File: config.mk
export PLATFORM = sky130hd
export DESIGN_NAME = pool1_ctrl
export DESIGN_NICKNAME = d
export VERILOG_FILES = /design/src/rtl/pool1_ctrl.sv
export SDC_FILE = /design/constraint.sdc
export NUM_CORES = 1
export LEC_CHECK = 0
export ABC_AREA = 1
export BUFFER_PORTS_ARGS = -buffer_cell sky130_fd_sc_hd__buf_4
export CORE_ASPECT_RATIO = 0.9
export CORE_MARGIN = 1
export CORE_UTILIZATION = 55
export CTS_BUF_LIST = sky130_fd_sc_hd__clkbuf_4
export CTS_CLUSTER_DIAMETER = 100
export CTS_CLUSTER_SIZE = 10
export DETAILED_ROUTE_END_ITERATION = 6
export GPL_TIMING_DRIVEN = 0
export HOLD_SLACK_MARGIN = 0.03
export PLACE_DENSITY = 0.75
export SKIP_LAST_GASP = 1
export SYNTH_ARGS = -nofsm -noshare
export SYNTH_HDL_FRONTEND = slang
export SYNTH_SLANG_ARGS = --single-unit
File: constraint.sdc
create_clock -name clk -period 4.25 [get_ports clk]
set_input_delay 0.6375 -clock clk [delete_from_list [all_inputs] [get_ports clk]]
set_output_delay 0.6375 -clock clk [all_outputs]
set_load 0.03 [all_outputs]
File: src/rtl/pool1_ctrl.sv
// 2x2 stride-2 signed max-pool sequencer: streams the 28x28 f2 map once,
// reduces each window to its maximum and writes the 14x14 result into f3.
module pool1_ctrl #(
    parameter int DW     = 16,
    parameter int RD_LAT = 2
) (
    input  logic                 clk,
    input  logic                 rst_n,
    input  logic                 pool1_start,
    output logic [9:0]           f2_raddr,
    input  logic signed [DW-1:0] f2_rdata,
    output logic [7:0]           f3_waddr,
    output logic signed [DW-1:0] f3_wdata,
    output logic                 f3_wr_en,
    output logic                 pool1_done,
    output logic                 pool1_busy
);

    localparam logic [3:0] S_IDLE  = 4'b0001;
    localparam logic [3:0] S_RUN   = 4'b0010;
    localparam logic [3:0] S_DRAIN = 4'b0100;
    localparam logic [3:0] S_DONE  = 4'b1000;
    localparam int         DCW     = $clog2(RD_LAT + 2) + 1;

    function automatic logic signed [DW-1:0] smax(input logic signed [DW-1:0] acc,
                                                  input logic signed [DW-1:0] x);
        return (x > acc) ? x : acc;
    endfunction

    logic [3:0]     state, state_nxt;
    logic           c0, c1;
    logic [3:0]     c2, c3;
    logic           rd_all, issue, at_end;
    logic [DCW-1:0] dcnt;
    logic           vld_p0, first_p0, last_p0, end_p0, end_p1;
    logic [7:0]     wa_p0;
    logic           vld_pl   [1:RD_LAT];
    logic           first_pl [1:RD_LAT];
    logic           last_pl  [1:RD_LAT];
    logic [7:0]     wa_pl    [1:RD_LAT];
    logic signed [DW-1:0] acc_p;

    // Reads stop after the 784th address; the FSM stays in RUN until that read's tag clears end_p1.
    assign issue  = (state == S_RUN) && !rd_all;
    assign at_end = c0 && c1 && (c2 == 4'd13) && (c3 == 4'd13);

    always_ff @(posedge clk or negedge rst_n) begin
        if (!rst_n) begin
            state <= S_IDLE;
        end else begin
            state <= state_nxt;
        end
    end

    always_comb begin
        state_nxt = state;
        case (state)
            S_IDLE:  if (pool1_start) state_nxt = S_RUN;
            S_RUN:   if (end_p1) state_nxt = S_DRAIN;
            S_DRAIN: if (dcnt == DCW'(RD_LAT + 1)) state_nxt = S_DONE;
            S_DONE:  state_nxt = S_IDLE;
            default: state_nxt = S_IDLE;
        endcase
    end

    always_comb begin
        pool1_busy = (state != S_IDLE);
        pool1_done = (state == S_DONE);
    end

    always_ff @(posedge clk or negedge rst_n) begin
        if (!rst_n) begin
            c0     <= 1'b0;
            c1     <= 1'b0;
            c2     <= '0;
            c3     <= '0;
            rd_all <= 1'b0;
            dcnt   <= '0;
        end else begin
            if (issue) begin
                c0 <= ~c0;
                if (c0) c1 <= ~c1;
                if (c0 && c1) c2 <= (c2 == 4'd13) ? 4'd0 : c2 + 4'd1;
                if (c0 && c1 && c2 == 4'd13) c3 <= (c3 == 4'd13) ? 4'd0 : c3 + 4'd1;
            end
            if (state == S_IDLE) rd_all <= 1'b0;
            else if (issue && at_end) rd_all <= 1'b1;
            dcnt <= (state == S_DRAIN) ? dcnt + DCW'(1) : '0;
        end
    end

    // p0: registered read address plus the window tag for this element
    always_ff @(posedge clk or negedge rst_n) begin
        if (!rst_n) begin
            f2_raddr <= '0;
            vld_p0   <= 1'b0;
            first_p0 <= 1'b0;
            last_p0  <= 1'b0;
            end_p0   <= 1'b0;
            end_p1   <= 1'b0;
            wa_p0    <= '0;
        end else begin
            f2_raddr <= issue ? 10'({c3, c1}) * 10'd28 + 10'({c2, c0}) : 10'd0;
            vld_p0   <= issue;
            first_p0 <= issue && !c0 && !c1;
            last_p0  <= issue && c0 && c1;
            end_p0   <= issue && at_end;
            end_p1   <= end_p0;
            wa_p0    <= issue ? 8'(c3) * 8'd14 + 8'(c2) : 8'd0;
        end
    end

    // p1..pRD_LAT: tag rides alongside the RAM access, aligned with f2_rdata at the last stage
    always_ff @(posedge clk or negedge rst_n) begin
        if (!rst_n) begin
            for (int i = 1; i <= RD_LAT; i++) begin
                vld_pl[i]   <= 1'b0;
                first_pl[i] <= 1'b0;
                last_pl[i]  <= 1'b0;
                wa_pl[i]    <= '0;
            end
        end else begin
            vld_pl[1]   <= vld_p0;
            first_pl[1] <= first_p0;
            last_pl[1]  <= last_p0;
            wa_pl[1]    <= wa_p0;
            for (int i = 2; i <= RD_LAT; i++) begin
                vld_pl[i]   <= vld_pl[i-1];
                first_pl[i] <= first_pl[i-1];
                last_pl[i]  <= last_pl[i-1];
                wa_pl[i]    <= wa_pl[i-1];
            end
        end
    end

    // Accumulate stage: the first element of each window reloads, so no clear between runs
    always_ff @(posedge clk) begin
        if (vld_pl[RD_LAT]) begin
            acc_p <= first_pl[RD_LAT] ? f2_rdata : smax(acc_p, f2_rdata);
        end
    end

    always_ff @(posedge clk or negedge rst_n) begin
        if (!rst_n) begin
            f3_wr_en <= 1'b0;
            f3_wdata <= '0;
            f3_waddr <= '0;
        end else begin
            f3_wr_en <= vld_pl[RD_LAT] && last_pl[RD_LAT];
            if (vld_pl[RD_LAT] && last_pl[RD_LAT]) begin
                f3_wdata <= smax(acc_p, f2_rdata);
                f3_waddr <= wa_pl[RD_LAT];
            end
        end
    end

endmodule

---- Yosys cells after proc, flatten, opt, wreduce, memory -nomap -nowiden ----
Index checks and enable logic that the tools add are counted.
word-level totals
  flip-flop bits (word level) ............. 104
  input bits .............................. 19
  word-level logic and storage cells ...... 78
operators by class
  $add $sub $neg .......................... 5
  multiply operators ...................... 2
  magnitude comparators ................... 1
  equality and inequality tests ........... 11
  multiplexer cells ....................... 13
  bitwise operators ....................... 2
  reductions and logical operators ........ 18
operators with widths
  operator                                             count
  two-way mux 16 bit                                   2
  two-way mux 4 bit                                    5
  > comparator 16 bit                                  1
  equality test 4 bit, second input constant           3
  one-hot mux 4 bit (3 select lines)                   1
  adder 10 x 5 -> 10 bit                               1
  logical AND 1 bit                                    10
  two-way mux 10 bit                                   1
  adder 4 x 1 -> 4 bit, second input constant          2
  adder 8 x 4 -> 8 bit                                 1
  multiplier 5 x 3 -> 8 bit, second input constant     1
  two-way mux 8 bit                                    1
  multiplier 4 x 3 -> 7 bit, second input constant     1
  != test 2 bit, second input constant                 3
  AND reduction 2 bit                                  3
  equality test 4 x 1 -> 1 bit, second input constant  1
  equality test 4 x 2 -> 1 bit, second input constant  1
  equality test 4 x 3 -> 1 bit, second input constant  1
  != test 4 x 1 -> 1 bit, second input constant        1
  adder 3 x 1 -> 3 bit, second input constant          1
  equality test 3 x 2 -> 1 bit, second input constant  1
  logical NOT 1 bit                                    3
  two-way mux 3 bit                                    1
  AND reduction 3 bit                                  1
  3 further kinds                                      5

---- Longest topological paths before layout ----
Gate-level depths: netlist of the first run.
  word-level depth ........................ 6
  gate-level depth with buffers ........... 17
  depth with buffers taken out ............ 16

---- Worst setup path before layout of the first run ----
Ideal clock, no wire load.
  path kind ............................... reg-to-reg
  start ................................... register c3[1]
  end ..................................... register f2_raddr[9]
  arrival time ............................ 2.248 ns
  required time ........................... 4.131 ns
  slack ................................... 1.883 ns
  cell stages (with the launch flop) ...... 11
  path buffers ............................ 0
  cells stage by stage .................... dfrtp_1 > fa_1 > ha_1 > fa_1 > inv_1 > nor2_1 > nand2_1 > nor2_1 > nand3_1 > nand2_1 > nor2_1
on the way
  longest elaborated chain between the ends .. 3
ends and longest elaborated chain
  what                       line  source
  start: declaration         32    logic [3:0] c2, c3;
  start signal: assignment   84    if (c0 && c1 && c2 == 4'd13) c3 <= (c3 == 4'd13) ? 4'd0 : c3 + 4'd1;
  multiplier 5 x 3 -> 8 bit  103   f2_raddr <= issue ? 10'({c3, c1}) * 10'd28 + 10'({c2, c0}) : 10'd0;
  adder 10 x 5 -> 10 bit     103
  two-way mux 10 bit         103
  end signal: assignment     103
  end: declaration           10    output logic [9:0] f2_raddr,
Every way passes these cells.
A chain may end at the register's enable or synchronous reset.

---- Final worst setup path of the first run ----
  start ................................... register c3[0]
  end ..................................... register wa_p0[6]
on the way
  longest elaborated chain between the ends .. 3
ends and longest elaborated chain
  what                       line  source
  multiplier 4 x 3 -> 7 bit  109   wa_p0 <= issue ? 8'(c3) * 8'd14 + 8'(c2) : 8'd0;
  adder 8 x 4 -> 8 bit       109
  two-way mux 8 bit          109
  end signal: assignment     109
  end: declaration           36    logic [7:0] wa_p0;
Every way passes these cells.

==> impl_metrics.json, run 1 <==
{
  "grt_start_max_net_pins": 88,
  "post_cts_resized": 0,
  "worst_slack_ns": 1.53,
  "clock_skew_ns": 0.0224,
  "layout_commonest_cell": "nand2_1",
  "end_kind": "flop",
  "cts_buffers": 9,
  "n_fill_cell": 762,
  "yosys-top-cells-area": "dfrtp_1, nand2_1, edfxtp_1, ha_1, inv_1",
  "status": "complete, no violations",
  "whs_ns": 0.356,
  "hpwl_um": 7260,
  "finalPower_mw": 2.83,
  "synth_edf_count": 16,
  "ir_worst_vdd_mv": 0.232,
  "antenna_cells": 0,
  "cts_tree": "done",
  "initial_core_util_pct": 56.7,
  "dp_slack_ns": 1.60,
  "core_um2": 9080,
  "area_growth_pct": 13.0,
  "row_count": 33,
  "syn_nets": 608,
  "grt_pass1_vias": 3812,
  "timing.fmax_mhz": 368,
  "async_flop_share_pct": 84.5,
  "drc": 0,
  "clkSinkCount": 103,
  "drt-initial-drc-count": 206,
  "avgViaCountPerCell": 5.24,
  "final.setup.tns_ns": 0,
  "final-hold-violation-count": 0,
  "pwr-share-seq_pct": 47.7,
  "power_density_nw_per_um2": 485,
  "seq_area_frac_synth_pct": 51.6,
  "cts_buffer_depth": 2,
  "synth_ff_type": "dfrtp_1",
  "cts-root-buf": "clkbuf_4",
  "fin_nets": 674,
  "finalMaxSlewViolations": 0,
  "wirelength_um": 9980,
  "relSlewSlack_pct": 29.6,
  "ctsHoldBuffers": 0,
  "drt-pass1-iter-count": 4,
  "hp-class": "primary input to async pin",
  "synthesis.area_um2": 5150,
  "worstPathArrival_ns": 3.06,
  "swShare_pct": 39.5,
  "cts_setup_buffers": 0,
  "cp-start-kind": "flop",
  "grt_setup_unrepaired": "false",
  "dieWidth_um": 104,
  "cts.htree.levels": 3,
  "p_sw_mw": 1.12,
  "syn_inst": 546,
  "clkTransAtPathRegs_ns": 0.16,
  "setup_viol_count_final": 0,
  "fin_crit_ns": 2.72,
  "synth.largest_area_cell": "dfrtp_1",
  "final_util_pct": 64.1,
  "portBuffers": 55,
  "critPathKind": "flop to flop",
  "antenna_left": 0,
  "ys_ff_latch": 103,
  "synth_area_per_cell_um2": 9.43,
  "grt_pass1_wl_um": 16800,
  "period_share_pct": 64.0,
  "vias": 3873,
  "synth_top_area_share_pct": 41.8,
  "mostFrequentLayoutCells": "nand2_1, dfrtp_1, inv_1",
  "gr-usage-all-layers_pct": 21.9,
  "drive_gt1_share_pct": 16.9,
  "ios": 56,
  "wl_per_cell_um": 13.5,
  "p_comb_share_pct": 37.5,
  "required_ns": 4.59,
  "power.leakage_nw": 3.10,
  "die-area_um2": 9760,
  "die_y_um": 93.8,
  "grt-ovfl-total": 0,
  "p_clk_share_pct": 14.8,
  "clock_latency_ns": 0.43,
  "path_max_fanout": 9,
  "worstMarginPinSlew_ns": 1.06,
  "p_int_mw": 1.71,
  "maxCapViolations": 0,
  "antenna_found_initial": 0,
  "yosysUniqueCellTypes": 39,
  "gp_congestion": 0.833,
  "ys_warn_count": 0
}
[worst max-delay path, stage by stage, from the launching register on]
cell      delay, ns
dfrtp_1        0.54
fa_1           0.66
ha_1           0.26
ha_1           0.32
nand2_1        0.08
nor2_1         0.04
a211oi_1       0.30
nor2_1         0.10
nand2_1        0.09
o21ai_0        0.09
a21oi_1        0.15
[path summary, 6_finish.rpt]
path                                           endpoint  slack [ns]                from  depth (start not counted)
worst max-delay path                 wa_p0[6]$_DFF_PN0_        1.53   c3[0]$_DFFE_PN0P_                         10
worst min-delay path            f3_wdata[4]$_DFFE_PN0P_        0.36               rst_n                          1
worst max register to register       wa_p0[6]$_DFF_PN0_        1.53   c3[0]$_DFFE_PN0P_                         10
worst min register to register      wa_pl[14]$_DFF_PN0_        0.36  wa_p0[6]$_DFF_PN0_                          0
max in group asynchronous         f2_raddr[6]$_DFF_PN0_        3.20               rst_n                          1
min in group clk                    wa_pl[14]$_DFF_PN0_        0.36  wa_p0[6]$_DFF_PN0_                          0
[cell type report]
cell class                 instances  area (um^2)  area share [%]
inverter                          79          299            5.14
clock buffer                       9         67.6            1.16
multi-input combinational        351         2130            36.6
buffer                            13         62.6            1.07
timing repair buffer              55          413            7.09
clock inverter                     7         37.5           0.645
sequential                       103         2660            45.7
tap                              122          153            2.62
[cell families (layout without fill, tap and decap cells)]
family                   after synthesis  in the layout  synth area share, %
buffers and inverters                 92            163                 7.02
XOR/XNOR                               9              9                 1.53
adder cells (fa/ha/maj)               43             43                 11.6
flip-flops                           103            103                 51.6
AO/OA/AOI/OAI                         46             46                 4.84
AND/OR/NAND/NOR                      253            253                 23.4
[synthesized netlist by cell type (2+ instances only)]
| cell type | number |
|---|---|
| ha_1 | 35 |
| buf_2 | 2 |
| clkbuf_1 | 8 |
| nand3_1 | 40 |
| nor2_4 | 2 |
| dfrtp_1 | 86 |
| fa_1 | 8 |
| o21ai_0 | 15 |
| xnor2_1 | 2 |
| nor2_8 | 2 |
| or2_2 | 3 |
| edfxtp_1 | 16 |
| nand3_4 | 2 |
| nand4_1 | 18 |
| inv_1 | 77 |
| a21o_1 | 2 |
| xor2_1 | 7 |
| nand2_1 | 130 |
| nand2_2 | 13 |
| nor2_1 | 30 |
| nor3_2 | 2 |
| nand3_2 | 2 |
| a21oi_1 | 22 |
| nor3_1 | 7 |
[stage by stage]
stage / std cells / area, um^2
floorplan: 546 / 5150
global placement: 723 / 5720
detailed placement: 723 / 5720
CTS: 739 / 5820
global route: 739 / 5820
finish: 739 / 5820
[power by group through the flow]
| stage | Clock (mW) | Combinational [mW] | Sequential [mW] |
|---|---|---|---|
| finish | 0.419 | 1.06 | 1.35 |
| global route | 0.476 | 1.19 | 1.37 |
| CTS | 0.437 | 1.06 | 1.35 |
| detailed placement | 0 | 1.06 | 1.37 |
| global placement | 0 | 1.02 | 1.36 |
| floorplan | 0 | 0.628 | 1.47 |
[routing by layer]
layer	share of wire, %	GRT usage, %	vias up
li1	-	-	1891
met1	44	26.3	1857
met2	50	39.0	106
met3	4.7	4.72	19
met4	1.9	7.74	0
met5	0	0	-
[sequential cells by signal, indices dropped and copies added, names as in the netlist, 3 cells and up]
| register | cells |
|---|---|
| c3 | 4 |
| c2 | 4 |
| acc_p | 16 |
| state | 4 |
| f2_raddr | 9 |
| f3_waddr | 8 |
| f3_wdata | 16 |
| wa_pl | 16 |
| wa_p0 | 8 |
| dcnt | 3 |
Note: power is estimated with default switching activity, not from simulation.
==> run 2, diff against run 1 <==
Clock period 4.25 ns to 2.74 ns, I/O delays scaled along.
==> run 2 against run 1 <==
- wire length is 2.1% higher
- design area is 1.2% higher
- largest power group unchanged
- combinational power increased by 59%
- via count increased by 1.3%
- non-clock buffer count grew 8
- critical path depth down 1
- setup slack got worse by 1.4 ns
- clock power is 55% higher
- sequential share of layout area shrank 0.48 points
- fmax rose by 5.1%
- clock skew barely moved
- first-iteration DRC count fell by 6.3%
==> impl_metrics.json, run 2 (synthesis results as in run 1) <==
{
  "status": "complete, no violations",
  "p_comb_share_pct": 38.2,
  "clock_latency_ns": 0.43,
  "fin_nets": 682,
  "cts-root-buf": "clkbuf_4",
  "dp_slack_ns": 0.0879,
  "finalPower_mw": 4.43,
  "grt_pass1_wl_um": 16800,
  "worstPathArrival_ns": 2.95,
  "ios": 56,
  "drive_gt1_share_pct": 18.9,
  "mostFrequentLayoutCells": "nand2_1, dfrtp_1, inv_1",
  "clkSinkCount": 103,
  "required_ns": 3.10,
  "whs_ns": 0.148,
  "grt_pass1_vias": 3812,
  "hp-class": "primary input to async pin",
  "worstMarginPinSlew_ns": 1.05,
  "p_int_mw": 2.68,
  "gr-usage-all-layers_pct": 21.9,
  "end_kind": "flop",
  "finalMaxSlewViolations": 0,
  "cts_buffers": 9,
  "relSlewSlack_pct": 29.8,
  "antenna_cells": 0,
  "initial_core_util_pct": 56.7,
  "antenna_left": 0,
  "path_max_fanout": 7,
  "wl_per_cell_um": 13.6,
  "power.leakage_nw": 3.13,
  "drc": 0,
  "timing.fmax_mhz": 386,
  "cp-start-kind": "flop",
  "fin_crit_ns": 2.59,
  "power_density_nw_per_um2": 751,
  "portBuffers": 55,
  "cts_buffer_depth": 2,
  "final-hold-violation-count": 0,
  "drt-initial-drc-count": 193,
  "hpwl_um": 7260,
  "setup_viol_count_final": 0,
  "clock_skew_ns": 0.0224,
  "maxCapViolations": 0,
  "layout_commonest_cell": "nand2_1",
  "swShare_pct": 39.5,
  "vias": 3924,
  "dieWidth_um": 104,
  "avgViaCountPerCell": 5.25,
  "drt-pass1-iter-count": 5,
  "core_um2": 9080,
  "grt_start_max_net_pins": 88,
  "p_sw_mw": 1.75,
  "grt-ovfl-total": 0,
  "die_y_um": 93.8,
  "antenna_found_initial": 0,
  "stdcell_count": 747,
  "area_growth_pct": 14.4,
  "cts_tree": "done",
  "clkTransAtPathRegs_ns": 0.15,
  "period_share_pct": 94.5,
  "final_util_pct": 64.9,
  "cts.htree.levels": 3,
  "ir_worst_vdd_mv": 0.362,
  "row_count": 33,
  "worst_slack_ns": 0.152,
  "dp.cells": 723,
  "top_regs": "acc_p x16, f3_wdata x16, wa_pl x16",
  "gp_congestion": 0.833,
  "die-area_um2": 9760,
  "wirelength_um": 10200,
  "p_clk_share_pct": 14.6,
  "critPathKind": "flop to flop",
  "pwr-share-seq_pct": 47.1
}
[run 2: cell type report]
cell class              instances  area [um^2]
clock buffers                   9         67.6
repair buffers                 63          473
inverters                      79          299
fillers                       751         3190
multi-input cells             351         2140
well taps                     122          153
flip-flops and latches        103         2660
clock inverters                 7         37.5
plain buffers                  13         62.6
[run 2: layer usage]
| metal | track usage (%) | up-vias | share of wire [%] |
|---|---|---|---|
| li1 | - | 1904 | - |
| met1 | 26.3 | 1871 | 42 |
| met2 | 39.0 | 130 | 50 |
| met3 | 4.72 | 19 | 5.8 |
| met4 | 7.74 | 0 | 1.7 |
| met5 | 0 | - | 0 |
[run 2: through the flow]
| stage | setup TNS, ns | instance area, um^2 |
|---|---|---|
| after floorplan | 0 | 5150 |
| after global placement | 0 | 5720 |
| after detailed placement | 0 | 5720 |
| after CTS | 0 | 5820 |
| after global routing | -0.0551 | 5890 |
| final | 0 | 5890 |
[run 2: critical path, cell delays in order, from the launching register on]
cell and delay (ns):
dfrtp_2 0.50, fa_1 0.49, ha_1 0.24, fa_1 0.54
inv_1 0.07, a21oi_1 0.25, nand2_1 0.10, nor2_1 0.14
o21ai_0 0.09, a21oi_1 0.13
[run 2: path summary, 6_finish.rpt]
| path | start | depth (start not counted) | end | slack, ns |
|---|---|---|---|---|
| setup / recovery | c3[0]$_DFFE_PN0P_ | 9 | f2_raddr[8]$_DFF_PN0_ | 0.15 |
| hold / removal | rst_n | 1 | f3_wdata[3]$_DFFE_PN0P_ | 0.15 |
| setup reg to reg | c3[0]$_DFFE_PN0P_ | 9 | f2_raddr[8]$_DFF_PN0_ | 0.15 |
| hold reg to reg | wa_pl[11]$_DFF_PN0_ | 0 | wa_pl[3]$_DFF_PN0_ | 0.36 |
| max in group asynchronous | rst_n | 1 | c3[1]$_DFFE_PN0P_ | 1.84 |
| min in group clk | pool1_start | 3 | state[0]$_DFFE_PN1P_ | 0.19 |
[run 2: timing repair]
item / CTS / global route
setup buffers: 0 / 8
endpoints found under the setup margin: 0 / 7
hold buffers: 0 / 0
resized for setup: 0 / 7
[run 2: power groups by stage]
stage | registers [mW] | clock network (mW) | logic [mW]
floorplan | 2.27 | 0 | 0.974
global placement | 2.11 | 0 | 1.58
detailed placement | 2.12 | 0 | 1.64
CTS | 2.09 | 0.678 | 1.65
global route | 2.11 | 0.739 | 1.89
finish | 2.08 | 0.648 | 1.69
==> run 3, diff against run 2 <==
Settings changed: CTS_BUF_LIST sky130_fd_sc_hd__clkbuf_4 to sky130_fd_sc_hd__clkbuf_8 sky130_fd_sc_hd__clkbuf_16, SKIP_CTS_REPAIR_TIMING set to 1.
Clock period 2.74 ns to 2.62 ns, I/O delays scaled along.
==> run 3 against run 2 <==
- global-route usage grew 0.40 points
- final cell count increased by 0.40%
- first-iteration DRC count down 2.6%
- register-to-register slack worse by 0.09 ns
- via count shrank 0.74%
- critical path depth increased by 1
- critical endpoint is now f2_raddr[9]$_DFF_PN0_
- largest power group unchanged
==> impl_metrics.json, run 3 (synthesis results as in run 1) <==
{
  "status": "complete, no violations",
  "clkSinkCount": 103,
  "grt_start_max_net_pins": 88,
  "clock_latency_ns": 0.36,
  "row_count": 33,
  "drc": 0,
  "layout_commonest_cell": "nand2_1",
  "fin_nets": 685,
  "dr_wl_met3_um": 492,
  "whs_ns": 0.204,
  "end_kind": "flop",
  "relSlewSlack_pct": 29.3,
  "cts_tree": "done",
  "slowest_delay_ns": 0.54,
  "final.setup.tns_ns": 0,
  "finalInstanceArea_um2": 6050,
  "drive_gt1_share_pct": 21.0,
  "final-hold-violation-count": 0,
  "worstReg2RegStart": "c3[1]$_DFFE_PN0P_",
  "area_growth_pct": 17.5,
  "power_density_nw_per_um2": 810,
  "maxCapViolations": 0,
  "avgViaCountPerCell": 5.19,
  "antenna_found_initial": 0,
  "power.leakage_nw": 3.19,
  "path_max_fanout": 7,
  "core_um2": 9080,
  "initial_core_util_pct": 56.7,
  "gp_congestion": 0.833,
  "clkTransAtPathRegs_ns": 0.10,
  "clock_skew_ns": 0.0139,
  "cts.htree.levels": 3,
  "wl_met2_um": 5340,
  "wl_per_cell_um": 13.8,
  "top_layer": "met4",
  "finalPower_mw": 4.90,
  "ios": 56,
  "top_regs": "acc_p x16, f3_wdata x16, wa_pl x16",
  "crit_family": "adder cells",
  "mostFrequentLayoutCells": "nand2_1, dfrtp_1, inv_1",
  "fin_crit_ns": 2.56,
  "vias": 3895,
  "dieWidth_um": 104,
  "drt-initial-drc-count": 188,
  "hp-class": "primary input to async pin",
  "cp-start-kind": "flop",
  "cts_buffer_depth": 2,
  "critPathKind": "flop to flop",
  "drt-pass1-iter-count": 6,
  "rr_worst_depth": 10,
  "cts-root-buf": "clkbuf_8",
  "timing.fmax_mhz": 390,
  "grt-ovfl-total": 0,
  "worstMarginPinSlew_ns": 1.06,
  "cts_buffers": 9,
  "setup_viol_count_final": 0,
  "grt_pass1_wl_um": 16900,
  "crit_chain": "fa_1 > ha_1 > fa_1 > inv_1 > nor2_4 > nand2_1 > nor2_2 > nand3_1 > nand2_1 > nor2_1",
  "critPathBufInv": 1,
  "die-area_um2": 9760,
  "met1_length_um": 4250,
  "required_ns": 2.88,
  "final_util_pct": 66.6,
  "antenna_left": 0,
  "ir_worst_vdd_mv": 0.372,
  "r2r_slack_ns": 0.06,
  "wirelength_um": 10300,
  "hpwl_um": 7260,
  "die_y_um": 93.8,
  "gr-usage-all-layers_pct": 22.3,
  "portBuffers": 55,
  "postPlaceCellArea_um2": 5720,
  "cp_slowest_cell": "fa_1",
  "r2r_end": "f2_raddr[9]$_DFF_PN0_",
  "finalMaxSlewViolations": 0,
  "grt_setup_unrepaired": "true",
  "antenna_cells": 0,
  "worstPathArrival_ns": 2.82,
  "grt_pass1_vias": 3834,
  "period_share_pct": 97.8
}
-- run 3: per-layer routing --
layer | global-route usage (%) | up-vias
met2 | 39.5 | 108
met4 | 9.05 | 0
li1 | - | 1902
met1 | 26.4 | 1857
met3 | 5.06 | 28
met5 | 0 | -
-- run 3: through the flow --
stage / std cells / setup slack, ns
3_5_place_dp: 723 / -0.0321
4_1_cts: 739 / -0.0787
6_report: 750 / 0.0574
2_1_floorplan: 546 / 0.253
5_1_grt: 750 / -0.0472
3_3_place_gp: 723 / 0.0349
-- run 3: layout make-up --
type                    instances  area, um^2
well taps                     122         153
flip-flops and latches        103        2660
clock buffers                  12         165
clock inverters                 4        26.3
multi-input cells             351        2180
repair buffers                 66         495
fillers                       731        3030
inverters                      79         299
plain buffers                  13        62.6
-- run 3: how the worst max path moves through the flow --
stage,startpoint,endpoint,slack [ns],depth (start not counted)
finish,c3[1]$_DFFE_PN0P_,f2_raddr[9]$_DFF_PN0_,0.06,10
floorplan,c3[1]$_DFFE_PN0P_,f2_raddr[9]$_DFF_PN0_,0.25,10
CTS,c3[0]$_DFFE_PN0P_,wa_p0[6]$_DFF_PN0_,-0.08,10
global route,c3[1]$_DFFE_PN0P_,f2_raddr[9]$_DFF_PN0_,-0.05,10
global placement,c3[1]$_DFFE_PN0P_,f2_raddr[9]$_DFF_PN0_,0.03,10
detailed placement,c3[0]$_DFFE_PN0P_,wa_p0[6]$_DFF_PN0_,-0.03,10
-- run 3: worst register-to-register path: cells and delay by family (launching register included) --
kind | cells | cell delay, ns
DFF | 1 | 0.50
and+or+nand+nor | 6 | 0.61
adders and majority gates | 3 | 1.27
buffers and inverters | 1 | 0.09
-- run 3: power by group --
group          internal (mW)  leakage, nW  total (mW)  switching (mW)
combinational          0.636         1.83        1.77            1.14
clock                  0.425        0.103       0.946           0.520
sequential              1.98         1.26        2.18           0.200
total                   3.04         3.19        4.90            1.86
